$ cat src/rtl/div_ctrl.sv
// Sequencing controller between the EX stage and the radix-2 divider.
// Launches divides, stalls EX while they run, and holds the result for a one-cycle HI/LO write.
module div_ctrl (
    input  logic        clk,
    input  logic        rst,
    input  logic        div_req,
    input  logic        div_sign,
    input  logic [31:0] src_a,
    input  logic [31:0] src_b,
    input  logic        flush,
    input  logic        stall_other,
    output logic        stall_div,
    output logic        hilo_we,
    output logic [31:0] hi_o,
    output logic [31:0] lo_o,
    output logic [31:0] dv_a,
    output logic [31:0] dv_b,
    output logic        dv_sign,
    output logic        dv_opn_valid,
    output logic        dv_rst,
    input  logic        dv_res_valid,
    output logic        dv_res_ready,
    input  logic [63:0] dv_result
);

    typedef enum logic [1:0] {
        IDLE = 2'd0,
        BUSY = 2'd1,
        DONE = 2'd2
    } state_t;

    state_t      state;
    state_t      state_nxt;

    logic        accept;
    logic        launch;
    logic        res_load;
    logic [31:0] res_hi;
    logic [31:0] res_lo;

    logic [31:0] a_q;
    logic [31:0] b_q;
    logic        sign_q;

    // Handshake: dv_opn_valid is a single-cycle start strobe that the divider
    // always takes; dv_res_valid is a single-cycle result strobe that is only
    // honoured while dv_res_ready is high (BUSY), and never when flush is high.
    assign accept = div_req & ~flush & ~rst;

    always_comb begin
        state_nxt    = state;
        launch       = 1'b0;
        res_load     = 1'b0;
        res_hi       = dv_result[63:32];
        res_lo       = dv_result[31:0];
        hilo_we      = 1'b0;
        stall_div    = 1'b0;
        dv_res_ready = 1'b0;

        case (state)
            IDLE: begin
                stall_div = accept;
                if (accept) begin
                    if (src_b == 32'd0) begin
                        // Divide-by-zero is answered locally; the divider stays idle.
                        res_load  = 1'b1;
                        res_hi    = src_a;
                        res_lo    = 32'hFFFF_FFFF;
                        state_nxt = DONE;
                    end else begin
                        launch    = 1'b1;
                        state_nxt = BUSY;
                    end
                end
            end
            BUSY: begin
                stall_div    = accept;
                dv_res_ready = ~rst;
                if (dv_res_valid && !flush) begin
                    res_load  = 1'b1;
                    state_nxt = DONE;
                end
            end
            DONE: begin
                // A div_req seen here is the instruction already being finished.
                hilo_we = ~stall_other & ~flush & ~rst;
                if (hilo_we) begin
                    state_nxt = IDLE;
                end
            end
            default: begin
                state_nxt = IDLE;
            end
        endcase

        if (flush) begin
            state_nxt = IDLE;
            res_load  = 1'b0;
        end
    end

    always_ff @(posedge clk) begin
        if (rst) begin
            state  <= IDLE;
            hi_o   <= 32'd0;
            lo_o   <= 32'd0;
            a_q    <= 32'd0;
            b_q    <= 32'd0;
            sign_q <= 1'b0;
        end else begin
            state <= state_nxt;
            if (res_load) begin
                hi_o <= res_hi;
                lo_o <= res_lo;
            end
            if (launch) begin
                a_q    <= src_a;
                b_q    <= src_b;
                sign_q <= div_sign;
            end
        end
    end

    // Operands come straight from EX in the launch cycle and are held afterwards.
    assign dv_opn_valid = launch;
    assign dv_a         = launch ? src_a : a_q;
    assign dv_b         = launch ? src_b : b_q;
    assign dv_sign      = launch ? div_sign : sign_q;
    assign dv_rst       = rst | flush;

endmodule
$ cat config.mk
export PLATFORM = sky130hd
export DESIGN_NAME = div_ctrl
export DESIGN_NICKNAME = d
export VERILOG_FILES = /design/src/rtl/div_ctrl.sv
export SDC_FILE = /design/constraint.sdc
export NUM_CORES = 1
export LEC_CHECK = 0
export ABC_CLOCK_PERIOD_IN_PS = 3200
export BUFFER_PORTS_ARGS = -buffer_cell sky130_fd_sc_hd__buf_2
export CAP_MARGIN = 25
export CELL_PAD_IN_SITES_DETAIL_PLACEMENT = 2
export CELL_PAD_IN_SITES_GLOBAL_PLACEMENT = 2
export CORE_MARGIN = 2
export CORE_UTILIZATION = 31
export CTS_CLUSTER_DIAMETER = 60
export DETAILED_ROUTE_END_ITERATION = 8
export PLACE_DENSITY = 0.86
export SLEW_MARGIN = 30
export SYNTH_ARGS = -nofsm -noshare
export SYNTH_HDL_FRONTEND = slang
export SYNTH_SLANG_ARGS = --single-unit
$ cat constraint.sdc
create_clock -name clk -period 3.2 [get_ports clk]
set_clock_uncertainty 0.05 [all_clocks]
set_input_delay 0.48 -clock clk [delete_from_list [all_inputs] [get_ports clk]]
set_output_delay 0.48 -clock clk [all_outputs]
set_load 0.02 [all_outputs]
## Yosys cells after proc, flatten, opt, wreduce, memory -nomap -nowiden

Cells that the tools add are included.

- Register bits: 131
- Input bits: 135
- Output and inout bits: 134
- Word-level logic and storage cells: 51

- Eq/ne operators: 5
- Multiplexer cells: 25
- Bitwise operators: 8
- Reductions and logical operators: 7

Operators with widths:

| kind | number |
|---|---|
| 2-to-1 mux 32 bit | 8 |
| zero test 32 bit | 1 |
| 2-to-1 mux 1 bit | 11 |
| 2-to-1 mux 2 bit | 4 |
| inequality test 2 bit, second input constant | 3 |
| one-hot mux 2 bit (3 select lines) | 1 |
| AND 1 bit | 4 |
| OR reduction 2 bit | 2 |
| inverter 1 bit | 3 |
| AND reduction 3 bit | 1 |
| == test 2 x 1 -> 1 bit, second input constant | 1 |
| == test 2 bit, second input constant | 1 |
| zero test 2 bit | 1 |
| one-hot mux 1 bit (2 select lines) | 1 |
| logical AND 1 bit | 1 |
| zero test 1 bit | 1 |
| bitwise OR 1 bit | 1 |

## Logic depth before layout (Yosys ltp)

- Word-level depth: 6
- Gate-level depth with buffers: 7
- Gate-level depth less buffers: 4

## Worst setup path after synthesis

Ideal clock, no wire load.

- Path kind: input to output
- Start point: input flush
- End point: output dv_a[0]
- Data arrival time: 2.210 ns
- Data required time: 2.670 ns
- Setup slack: 0.460 ns
- Cell stages on the path: 7
- Path buffers: 3
- Cells stage by stage: nor4b_2 -> and2b_1 -> a21bo_1 -> clkbuf_1 -> buf_6 -> buf_6 -> mux2_4

- Cells in the longest elaborated chain, start to end: 6

Ends and longest elaborated chain:

| what | RTL line | source |
|---|---|---|
| start, declared | 10 | `input logic flush,` |
| inverter 1 bit | 48 | `assign accept = div_req & ~flush & ~rst;` |
| AND 1 bit (2 in a row) | 48 |  |
| 2-to-1 mux 1 bit | 63 | `if (accept) begin` |
| 2-to-1 mux 1 bit | 60 | `case (state)` |
| 2-to-1 mux 32 bit | n/a |  |
| end, declared | 16 | `output logic [31:0] dv_a,` |

No other way between the ends.

## Final worst setup path

- Start point: input src_b[3]
- End point: output dv_a[16]

- Cells in the longest elaborated chain, start to end: 5

Ends and longest elaborated chain:

| what | RTL line | source |
|---|---|---|
| start, declared | 9 | `input logic [31:0] src_b,` |
| zero test 32 bit | 64 | `if (src_b == 32'd0) begin` |
| 2-to-1 mux 1 bit | 64 |  |
| 2-to-1 mux 1 bit | 63 |  |
| 2-to-1 mux 1 bit | 60 |  |
| 2-to-1 mux 32 bit | n/a |  |

No other way between the ends.

==> reports/qor.txt <==
outcome: completed
synth top area cells: dfxtp_1 42%, mux2_4 19%, mux2_2 9.4%
combinational family with the most area after synthesis: multiplexers
area leader, netlist: dfxtp_1
flops & latches, synth: 131
GPL Wtd Cong: 0.782
worst path arrival time: 2.46 ns
post-synthesis xor/xnor area fraction: 0
Top FF cell, synth: dfxtp_1
DR vias/cell: 4.89
R2R cell count: 5
total core area: 0.0196 mm²
total of max-cap violations: 0
sw frac: 0.249
H-tree level count: 4
worst-case clock buffer depth: 2
crit path launch type: primary input
PwrDens: 508 mW/mm²
LEAKAGE: 0.00427 µW
Syn Inst Count: 561
worst skew pair latency: 0.40 ns
clock group share of total power: 0.472
RSZ-0062 raised after global routing: no
Slew @ Worst Pin: 0.746 ns
Post-synth ARST share: 0
adder-cell area share of the yosys netlist: 0
Peak VDD IR: 296 µV
Post-DRT Antenna Nets: 0
Setup Fix Bufs, Post-CTS: 0
min Tclk post-route: 2.99 ns
gr ovfl total: 0
CTS tree: built
hold path cells: 2
proportion of synthesized area in mux cells: 0.282
most frequent cells in the layout: 267 x buf_2, 131 x dfxtp_1, 78 x mux2_4
Final Cycle Share: 0.933
cts bufs inserted: 17
Die H: 146 µm
Worst Path Required: 2.67 ns
Reg clk slew, reported paths: 0.06 ns
internal power: 3230 µW
Sw Pwr: 1070 µW
combinational share of power: 0.130
vias in the first global route: 5930
top cell type's share of synthesized area: 0.420
drt wl/cell: 19.7 µm
I/O pin cnt: 269
number of remaining DRC errors: 0
register area share after synthesis: 0.420
Flop pwr share: 0.398
Area Overhead vs Synth: 35.6%
TritonCTS Sinks: 131
fin. max-slew vios: 0
Synth Area in Compound Gates: 0.0947
slew margin rel.: 0.503
Starting Density: 0.318
syn avg cell area: 11.1 µm²
worst min path class: primary input to flop
first-pass GRT wire length: 33.6 mm
max frequency: 335 MHz
Die Area: 0.0213 mm²
cell row count: 51
share of layout cells above drive strength 1: 0.539
leading cell type in the layout, fill and taps excluded: buf_2
Setup crit end kind: primary output
root buffer cell: clkbuf_16
Routed WL: 21.6 mm
critical path fanouts, max: 35
Initial DRT Pass Iterations: 4
initial antenna violation count: 2
Post-Synth Simple-Gate Area: 0.162
CP Class: primary input to primary output
Post-Syn Area: 0.00624 mm²
number of hold violations in the final report: 0
Fin Setup TNS: 0 ns
post-synth cell types: 26
Total Power: 4300 µW
initial drt markers: 137
CTS hold repair buffers: 0
Die X: 146 µm
Nets: 952
YS warnings: 0
total number of vias: 5366
hpwl dp: 16.0 mm
Post-CTS Resized: 0
Port Buffer Count: 268
Post-synth EDFFs: 0
final setup fails: 0
Synth Net Count: 696
largest net degree at the start of global routing: 64
Total Routing Usage GR: 0.202
## layout make-up
type	instances	area, µm²
clock buffer	20	457
antenna	2	5.00
multi-input combinational	382	3380
tap	265	332
inverter	2	7.51
timing repair buffer	283	1500
clock inverter	12	155
fill	2144	11100
sequential	131	2620
## kinds of logic after synthesis
| family | Yosys count |
|---|---|
| flops | 131 |
| buf+inv | 48 |
| compound gates | 68 |
| simple gates | 184 |
| mux | 130 |
## per-stage QoR
stage          cells  cell area (µm²)  worst slack [ns]  utilization  hold slack (ns)
3_3_place_gp    1062             7830             0.286        0.400            0.414
2_1_floorplan    561             6240             0.460            -            0.467
3_5_place_dp    1063             7840             0.245        0.400            0.419
5_1_grt         1097             8460             0.150        0.432            0.261
4_1_cts         1095             8460             0.201        0.432            0.256
6_report        1097             8460             0.213        0.432            0.273
## path summary, 6_finish.rpt
check / to / from / slack (ns)
max: dv_a[16] / src_b[3] / 0.21
min: sign_q$_SDFF_PP0_ / div_sign / 0.27
max reg2reg: hi_o[16]$_SDFFE_PP0P_ / state[0]$_SDFFE_PP0P_ / 1.23
min reg2reg: hi_o[4]$_SDFFE_PP0P_ / hi_o[4]$_SDFFE_PP0P_ / 0.43
## routing by layer
| metal | part of all wire | up-vias | wire length [µm] | track usage |
|---|---|---|---|---|
| met2 | 0.53 | 151 | 11600 | 0.374 |
| met3 | 0.047 | 29 | 1020 | 0.0467 |
| met5 | 0 | - | 0 | 0 |
| li1 | - | 2515 | - | - |
| met4 | 0.022 | 0 | 482 | 0.0799 |
| met1 | 0.40 | 2671 | 8580 | 0.222 |
## power by group through the flow
stage / sequential, µW / clock (µW) / combinational, µW
global placement: 1740 / 0 / 543
CTS: 1710 / 2090 / 567
floorplan: 1740 / 0 / 338
global route: 1720 / 2160 / 597
finish: 1710 / 2030 / 559
detailed placement: 1750 / 0 / 563
## sequential cells by signal, summed over array words and instances (netlist names)
register,count
sign_q,1
b_q,32
a_q,32
hi_o,32
lo_o,32
state,2
## cell usage after synthesis (all sizes together), types with 8 or more instances
master,instances
clkbuf,29
nor4,8
nor2,65
mux2,130
and2,32
nor2b,67
dfxtp,131
a221o,32
a211oi,32
buf,17
## critical path, stage by stage
cell and delay (ns):
buf_2 0.12, nor4_1 0.38, and4_1 0.42, a21bo_4 0.25, buf_12 0.27, mux2_4 0.34
buf_2 0.17
(Power assumes the default switching activity.)
